$ cat src/rtl/cache_read_fill.sv
// Load path of the write-through L1 D-cache: tag/valid lookup, 4-beat line refill on miss,
// and sign/zero extraction of the requested datum.
module cache_read_fill #(
   parameter int TAG_BITS   = 22,
   parameter int INDEX_BITS = 6,
   parameter int LINE_WORDS = 4
) (
   input  logic                  clk,
   input  logic                  rst,
   input  logic                  core_req,
   input  logic                  core_write,
   input  logic [31:0]           core_addr,
   input  logic [2:0]            core_type,
   output logic [31:0]           core_out,
   output logic                  core_wait,
   output logic                  D_req,
   output logic                  D_write,
   output logic [31:0]           D_addr,
   output logic [2:0]            D_type,
   input  logic [31:0]           D_out,
   input  logic                  D_wait,
   output logic [INDEX_BITS-1:0] index,
   output logic [TAG_BITS-1:0]   TA_in,
   output logic                  TA_write,
   output logic                  TA_read,
   input  logic [TAG_BITS-1:0]   TA_out,
   output logic [127:0]          DA_in,
   output logic [15:0]           DA_write,
   output logic                  DA_read,
   input  logic [127:0]          DA_out,
   output logic                  valid_read,
   input  logic                  valid_data_from_register,
   output logic                  valid_write,
   output logic [31:0]           hit_count,
   output logic [31:0]           miss_count
);

   localparam logic [2:0] IDLE    = 3'd0;
   localparam logic [2:0] LOOKUP  = 3'd1;
   localparam logic [2:0] CHECK   = 3'd2;
   localparam logic [2:0] REFILL  = 3'd3;
   localparam logic [2:0] FILL    = 3'd4;
   localparam logic [2:0] RESPOND = 3'd5;

   localparam logic [2:0] CACHE_BYTE    = 3'b000;
   localparam logic [2:0] CACHE_HWORD   = 3'b001;
   localparam logic [2:0] CACHE_WORD    = 3'b010;
   localparam logic [2:0] CACHE_BYTE_U  = 3'b100;
   localparam logic [2:0] CACHE_HWORD_U = 3'b101;

   logic [2:0]            state, next;
   logic [31:0]           addr_q;
   logic [2:0]            type_q;
   logic [127:0]          line_q;
   logic [1:0]            beat_q;
   logic                  valid_q;
   logic [TAG_BITS-1:0]   tag_q;
   logic [INDEX_BITS-1:0] idx_q;
   logic                  hit;
   logic [31:0]           da_word, buf_word;

   assign tag_q    = addr_q[31 -: TAG_BITS];
   assign idx_q    = addr_q[4 +: INDEX_BITS];
   assign hit      = valid_q && (TA_out == tag_q);
   assign da_word  = DA_out[{addr_q[3:2], 5'b00000} +: 32];
   assign buf_word = line_q[{addr_q[3:2], 5'b00000} +: 32];
   assign D_write  = 1'b0;
   assign D_type   = rst ? CACHE_WORD : 3'b000;

   // Halfword lane ignores addr[0]; WORD ignores both offset bits.
   function automatic logic [31:0] extract(input logic [31:0] w, input logic [1:0] off,
                                           input logic [2:0] t);
      logic [7:0]  b;
      logic [15:0] h;
      b = w[{off, 3'b000} +: 8];
      h = off[1] ? w[31:16] : w[15:0];
      case (t)
         CACHE_BYTE:    extract = {{24{b[7]}}, b};
         CACHE_HWORD:   extract = {{16{h[15]}}, h};
         CACHE_WORD:    extract = w;
         CACHE_BYTE_U:  extract = {24'd0, b};
         CACHE_HWORD_U: extract = {16'd0, h};
         default:       extract = 32'd0;
      endcase
   endfunction

   always_comb begin
      next        = state;
      core_wait   = 1'b0;
      D_req       = 1'b0;
      D_addr      = 32'd0;
      index       = '0;
      TA_in       = '0;
      TA_write    = 1'b0;
      TA_read     = 1'b0;
      DA_in       = 128'd0;
      DA_write    = 16'hffff;
      DA_read     = 1'b0;
      valid_read  = 1'b0;
      valid_write = 1'b0;
      case (state)
         IDLE: if (rst && core_req && !core_write) begin
            core_wait = 1'b1;
            next      = LOOKUP;
         end
         LOOKUP, CHECK: begin
            core_wait  = 1'b1;
            index      = idx_q;
            TA_read    = 1'b1;
            DA_read    = 1'b1;
            valid_read = 1'b1;
            if (state == LOOKUP) next = CHECK;
            else                 next = hit ? RESPOND : REFILL;
         end
         REFILL: begin
            core_wait = 1'b1;
            D_req     = 1'b1;
            D_addr    = {tag_q, idx_q, beat_q, 2'b00};
            if (!D_wait && beat_q == 2'(LINE_WORDS - 1)) next = FILL;
         end
         FILL: begin
            core_wait   = 1'b1;
            index       = idx_q;
            TA_in       = tag_q;
            TA_write    = 1'b1;
            DA_in       = line_q;
            DA_write    = 16'h0000;
            valid_write = 1'b1;
            next        = RESPOND;
         end
         RESPOND: next = IDLE;
         default: next = IDLE;
      endcase
   end

   always_ff @(posedge clk or negedge rst) begin
      if (!rst) begin
         state      <= IDLE;
         addr_q     <= 32'd0;
         type_q     <= 3'd0;
         line_q     <= 128'd0;
         beat_q     <= 2'd0;
         valid_q    <= 1'b0;
         core_out   <= 32'd0;
         hit_count  <= 32'd0;
         miss_count <= 32'd0;
      end else begin
         state <= next;
         case (state)
            IDLE: if (core_req && !core_write) begin
               addr_q <= core_addr;
               type_q <= core_type;
            end
            LOOKUP: valid_q <= valid_data_from_register;
            CHECK: if (hit) begin
               core_out  <= extract(da_word, addr_q[1:0], type_q);
               hit_count <= hit_count + 32'd1;
            end else begin
               miss_count <= miss_count + 32'd1;
               beat_q     <= 2'd0;
            end
            REFILL: if (!D_wait) begin
               line_q[{beat_q, 5'b00000} +: 32] <= D_out;
               beat_q <= beat_q + 2'd1;
            end
            FILL: core_out <= extract(buf_word, addr_q[1:0], type_q);
            default: ;
         endcase
      end
   end

endmodule

$ cat config.mk
export PLATFORM = sky130hd
export DESIGN_NAME = cache_read_fill
export DESIGN_NICKNAME = d
export VERILOG_FILES = /design/src/rtl/cache_read_fill.sv
export SDC_FILE = /design/constraint.sdc
export NUM_CORES = 1
export LEC_CHECK = 0
export ABC_AREA = 1
export BUFFER_PORTS_ARGS = -buffer_cell sky130_fd_sc_hd__buf_4
export CAP_MARGIN = 10
export CORE_MARGIN = 1.5
export CORE_UTILIZATION = 25
export CTS_BUF_LIST = sky130_fd_sc_hd__clkbuf_8
export CTS_CLUSTER_DIAMETER = 50
export CTS_CLUSTER_SIZE = 20
export DETAILED_ROUTE_END_ITERATION = 10
export PLACE_DENSITY = 0.49
export SYNTH_ARGS = -nofsm -noshare
export SYNTH_HDL_FRONTEND = slang
export SYNTH_SLANG_ARGS = --single-unit
$ cat constraint.sdc
create_clock -name clk -period 6.3 [get_ports clk]
set_clock_uncertainty 0.2 [all_clocks]
set_input_delay 0.315 -clock clk [delete_from_list [all_inputs] [get_ports clk]]
set_output_delay 0.315 -clock clk [all_outputs]
set_load 0.01 [all_outputs]
==> results of run 1 <==
[stage by stage]
stage / cell area, um^2 / setup slack (ps)
floorplan: 17900 / 3710
global placement: 22300 / 2850
detailed placement: 22300 / 2820
CTS: 24300 / 2140
global route: 24300 / 2000
finish: 24300 / 2220
[layer usage]
metal	routed length [um]	vias to the layer above	global-route usage, %
li1	-	9754	-
met1	37900	9515	31.1
met2	37100	731	34.3
met3	5270	112	3.29
met4	2240	0	6.67
met5	0	-	0
[registers in the layout (all words and copies together), names as in the netlist]
name / cells
addr_q: 32
beat_q: 2
core_out: 32
hit_count: 32
line_q: 128
miss_count: 32
state: 3
type_q: 3
valid_q: 1
[power breakdown]
part           switching [mW]  internal (mW)
sequential              0.559           2.32
clock                   0.916           1.23
combinational            4.18           1.81
total                    5.65           5.36
[path summary, 6_finish.rpt]
check	start	to	slack, ps	cells after the start
setup / recovery	state[0]	DA_in[32]	2220	7
hold / removal	core_req	addr_q[3]	120	5
setup reg to reg	addr_q[2]	core_out[12]	2740	13
hold reg to reg	core_out[24]	core_out[24]	300	2
max in group asynchronous	rst	addr_q[28]	3910	5
min in group asynchronous	rst	core_out[3]	480	3
[cell type report]
cell class | count | area [um^2]
fillers | 7832 | 46000
multi-input cells | 2061 | 9280
flip-flops and latches | 265 | 6640
repair buffers | 631 | 4940
well taps | 940 | 1180
inverters | 260 | 988
clock buffers | 57 | 785
clock inverters | 33 | 467
diodes | 3 | 7.51
[timing repair]
item | 4_1_cts | 5_1_grt
buffers inserted | 0 | 0
hold buffers | 74 | 0
endpoints found under the hold margin | 251 | 0
[cell usage in the layout, fill, tap and decap left out, drive strengths merged]
cell,count
bufinv,9
nor3b,3
o21ai,135
clkinvlp,6
nand2b,1
dfrtp,265
o32ai,32
nand4,72
nand2,913
o22ai,12
ha,7
buf,558
xor2,43
clkinv,5
nand3b,3
conb,5
nand3,280
and2,1
clkbuf,57
nor3,43
and3,1
inv,273
nor2,434
xnor2,18
diode,3
nor4,2
mux2,3
dlygate4sd3,73
a31oi,1
a21oi,52
[cell families (layout without fill, tap and decap cells)]
kind of cell | after synthesis | count (layout)
AO/OA/AOI/OAI | 232 | 232
XOR/XNOR | 61 | 61
adder cells (fa/ha/maj) | 7 | 7
buffers and inverters | 457 | 981
flip-flops | 265 | 265
multiplexers | 3 | 3
other | 1 | 8
AND/OR/NAND/NOR | 1753 | 1753
[tightest hold or removal path, stage by stage]
cell     delay [ps]
buf_4           100
inv_1            40
nor2_1           80
nand2_2         250
a21oi_1         110
==> reports/qor.txt, run 1 <==
status: completed
Tmin final: 4080 ps
largest net degree at the start of global routing: 170
area grow syn2layout: 36.1%
# H-tree levels: 2
pins over their slew limit: 0
delay-heaviest family, CP: buffers and inverters
WL/cell: 19.4 um
first-pass GRT wire length: 124 mm
post-route ant nets: 0
die height: 270 um
Vias: 20100
Clock Latency Late Sink: 680 ps
WP buf/inv: 4
Ys Warns: 0
worst vdd ir: 0.000218 V
peak fanout along the critical path: 169
Max clock buf depth: 3
critical path's largest stage delay: 750 ps
worst path required time: 5780 ps
Yosys top cell by area: dfrtp_1
most common cell in the synthesized netlist: nand2_1
final setup fails: 0
cells along the critical path: nor2_1 -> inv_1 -> nor2_4 -> inv_8 -> buf_4 -> nor2_1 -> buf_4
placed cell count: 4083
Mapped Area: 0.0178 mm^2
DRC: 0
main combinational cell family by area after synthesis: simple AND/OR/NAND/NOR gates
Clock transition at path regs: 60 ps
Core Region: 0.0703 mm^2
vias in the first global route: 19500
post-synthesis mux area share: 0.189%
max-cap check violation count: 0
Total Die Area: 0.0730 mm^2
fraction of registers with async set/reset: 100%
Max Fclk: 245 MHz
RSZ-0062 raised after global routing: false
Hold Slack: 121 ps
routability congestion estimate: 0.880
number of I/O pins: 534
Synth Area per Inst: 6.42 um^2
TritonCTS sink count: 265
number of antenna violations at the first check in global routing: 4
Critical Path Sink Type: output port
adder-cell share of the synthesized area: 0.491%
Commonest cells post-synth: nand2_1, nor2_1, nand3_1
die width: 270 um
critical path's slowest cell: nor2_4
Crit Path Category: reg -> out
CTS tree: built
Post-synth EDFFs: 0
Avg Vias per Cell: 4.73
Startpoint Class: register
Slew @ Worst Pin: 1110 ps
Final Core Density: 34.5%
period utilization: 64.8%
final hold violation count: 0
global route overflow: 0
drt initial violations: 1628
flops & latches, synth: 265
row count: 97
Synth area leaders: dfrtp_1, nand2_1, nor2_1
static leakage: 12.6 nW
Power Total: 11.0 mW
max_slew headroom: 25.3%
CTS root buf: clkbuf_8
final WL: 82.5 mm
Hold WC Path Type: in -> reg
Post-Synthesis Cells: 2779
post-synthesis compound-gate area fraction: 7.27%
DR pass1 iterations: 5
Final HPWL DP: 59.2 mm
global-route usage over all layers: 22.0%
sequential area share after synthesis: 37.2%
Initial Util: 25.4%
pwr dens: 454 mW/mm^2
WP data arrival: 3570 ps
Post-synth top flop: dfrtp_1
total CTS buffers: 48
final setup TNS: 0 ps
post-synth top area share: 37.2%
simple-gate area share of the yosys netlist: 40.9%
Final #Nets: 3497
Non-Filler Instances: 4250
Synth Area in XOR/XNOR: 3.00%
number of port buffers: 528
share of layout cells above drive strength 1: 20.5%
Distinct cells, synth: 35
post_cts resized: 0
(Power assumes the default switching activity.)
==> run 2: changes to the inputs <==
--- a/config.mk
+++ b/config.mk
@@ -5,7 +5,7 @@
 export SDC_FILE = /design/constraint.sdc
 export NUM_CORES = 1
 export LEC_CHECK = 0
-export ABC_AREA = 1
+export ABC_AREA = 0
 export BUFFER_PORTS_ARGS = -buffer_cell sky130_fd_sc_hd__buf_4
 export CAP_MARGIN = 10
 export CORE_MARGIN = 1.5
==> constraint.sdc (replaced) <==
create_clock -name clk -period 3.8 [get_ports clk]
set_clock_uncertainty 0.2 [all_clocks]
set_input_delay 0.19 -clock clk [delete_from_list [all_inputs] [get_ports clk]]
set_output_delay 0.19 -clock clk [all_outputs]
set_load 0.01 [all_outputs]
==> reports/qor.txt, run 2 <==
status: completed
Ys Warns: 0 (unchanged)
largest net degree at the start of global routing: 167 (-1.8%)
Post-synth EDFFs: 0 (unchanged)
Post-Synthesis Cells: 1602 (-42%)
Startpoint Class: register
commonest non-fill, non-tap cells in the layout: buf_4, dfrtp_1, nand2_1, and3_1, o21ai_0
row count: 92 (-5.2%)
Yosys top cell by area: dfrtp_1
global-route usage over all layers: 20.8% (-1.2 points)
pwr dens: 651 mW/mm^2 (+43%)
Clock transition at path regs: 70 ps (about the same)
max_slew headroom: 22.4% (-3.0 points)
placed cell count: 2854 (-30%)
Endpoint, Worst Hold: core_out[31]
fraction of registers with async set/reset: 100% (unchanged)
Non-Filler Instances: 3020 (-29%)
final setup fails: 0 (unchanged)
RR Endpoint: core_out[28]
most common cell in the synthesized netlist: dfrtp_1
period utilization: 92.2%
routability congestion estimate: 0.860 (-2.3%)
Initial Util: 25.2% (-0.14 points)
Clock Latency Late Sink: 630 ps (-50 ps)
Routed met2 length: 36.5 mm (-1.7%)
max reg flops: 128 (unchanged)
TritonCTS sink count: 265 (unchanged)
Tmin final: 3500 ps
HP Start: DA_out[127]
drt initial violations: 947 (-42%)
Synth area leaders: dfrtp_1, mux4_2, and3_1
RSZ-0062 raised after global routing: false
number of port buffers: 528 (unchanged)
DRC: 0 (unchanged)
post_cts resized: 0 (unchanged)
final setup TNS: 0 ps (unchanged)
Setup Buffers After CTS: 0 (unchanged)
worst path required time: 3410 ps (-2370 ps)
Max clock buf depth: 3 (unchanged)
Core Region: 0.0629 mm^2 (-11%)
post-route ant nets: 0 (unchanged)
post-synth top area share: 41.8% (+4.6 points)
final WL: 69.9 mm (-15%)
area grow syn2layout: 40.5%
final hold violation count: 0 (unchanged)
DR pass1 iterations: 4 (-1)
static leakage: 10.8 nW (-14%)
Post-synth top flop: dfrtp_1
worst vdd ir: 0.000326 V (+49%)
Mapped Area: 0.0159 mm^2 (-11%)
wire length on met3: 4.86 mm (-7.9%)
total CTS buffers: 44 (-8.3%)
Hold WC Path Type: in -> reg
Final #Nets: 2368 (-32%)
WL/cell: 23.2 um (+19%)
Distinct cells, synth: 62 (+77%)
reg-to-reg slack, setup: 530 ps (-2210 ps)
Synth Area per Inst: 9.91 um^2 (+54%)
CTS Hold Bufs: 84 (+14%)
CTS root buf: clkbuf_8
WL met1: 27.1 mm (-29%)
share of layout cells above drive strength 1: 36.2% (+16 points)
die height: 255 um (-5.6%)
# H-tree levels: 2 (unchanged)
WP data arrival: 3110 ps (-460 ps)
number of I/O pins: 534 (unchanged)
Slew @ Worst Pin: 1160 ps (+51.8 ps)
pins over their slew limit: 0 (unchanged)
CTS tree: built
worst reg2reg path startpoint: addr_q[3]
die width: 255 um (-5.6%)
max-cap check violation count: 0 (unchanged)
number of antenna violations at the first check in global routing: 3 (-1)
Hold Path Stages: 4 (-1)
FF-to-FF path depth: 6 (-7)
uppermost routed layer: met5
Vias: 15000 (-25%)
peak fanout along the critical path: 85 (-50%)
global route overflow: 0 (unchanged)
Final HPWL DP: 50.9 mm (-14%)
Total Die Area: 0.0650 mm^2 (-11%)
Commonest cells post-synth: dfrtp_1, nand2_1, and3_1
Avg Vias per Cell: 4.98 (+5.2%)
first-pass GRT wire length: 101 mm (-19%)
Critical Path Sink Type: output port
Layout fillers: 6489 (-17%)
vias in the first global route: 15400 (-21%)
largest reg by FF count: line_q
Crit Path Category: reg -> out
Max Fclk: 285 MHz
Final Core Density: 35.5% (+0.93 points)
flops & latches, synth: 265 (unchanged)
sequential area share after synthesis: 41.8% (+4.6 points)
most common cell after layout, fill and taps aside: buf_4
run 2: cell types whose count changed in the layout (fill, tap and decap cells not counted), moves of 34 or more:
cell	before	now
nand4_1	72	23
mux2_2	3	39
and3_1	1	157
nand3_1	280	36
a21oi_1	52	11
nand2_1	910	248
a22oi_1	0	34
nor2_1	424	27
and2_1	1	38
inv_1	253	57
mux4_2	0	64
run 2: kinds of logic (layout without fill, tap and decap cells):
group	Yosys count	count (layout)	share of synthesized area [%]
buffers and inverters	212	778	6.17
muxes	123	123	13.1
adders and majority gates	7	7	0.552
DFF	265	265	41.8
xor gates and xnor gates	85	85	4.69
AOI/OAI and AO/OA	280	280	13.4
other	1	7	0.0236
and+or+nand+nor	629	629	20.3
run 2: worst max-delay path by stage:
stage	slack, ps	start	depth (start not counted)	end
2_1_floorplan	1370	addr_q[2]	7	core_out[2]
3_3_place_gp	650	addr_q[3]	6	core_out[28]
3_5_place_dp	600	addr_q[3]	6	core_out[28]
4_1_cts	310	state[1]	5	DA_in[7]
5_1_grt	50	state[1]	5	DA_in[7]
6_report	300	state[1]	5	DA_in[64]
run 2: cell type report:
type,count,area (um^2),share of cell area (%)
clock buffers,46,633,2.84
multi-input cells,1129,8320,37.3
repair buffers,652,5150,23.1
flip-flops and latches,265,6640,29.8
diodes,2,5.00,0.0224
clock inverters,34,318,1.43
inverters,46,173,0.774
well taps,846,1060,4.75
run 2: worst max-delay path, cell delays in order, from the launching register on:
cell     delay [ps]
dfrtp_1         540
nor2_4          150
buf_4           600
buf_4           610
and3_1          350
buf_4           160
run 2: metrics by stage:
stage	hold WS, ps	worst slack, ps	cell area, um^2	power (mW)
detailed placement	-100	599	20500	11.6
global placement	-95.0	651	20500	11.5
global route	64.9	51.6	22300	15.4
CTS	31.9	311	22300	14.7
floorplan	-306	1370	15900	8.72
finish	90.6	296	22300	14.5
run 2: power by group:
group | switching [mW] | total (mW) | leakage [nW] | internal [mW]
Sequential | 1.25 | 4.97 | 3.42 | 3.72
Combinational | 3.78 | 6.71 | 6.87 | 2.93
Clock | 1.37 | 2.82 | 0.520 | 1.45
Total | 6.40 | 14.5 | 10.8 | 8.11
run 2: metal layers:
| metal | global-route usage (%) | up-vias |
|---|---|---|
| met5 | 0 | - |
| met4 | 5.16 | 2 |
| met3 | 4.70 | 90 |
| met2 | 38.1 | 541 |
| met1 | 24.2 | 7533 |
| li1 | - | 6862 |
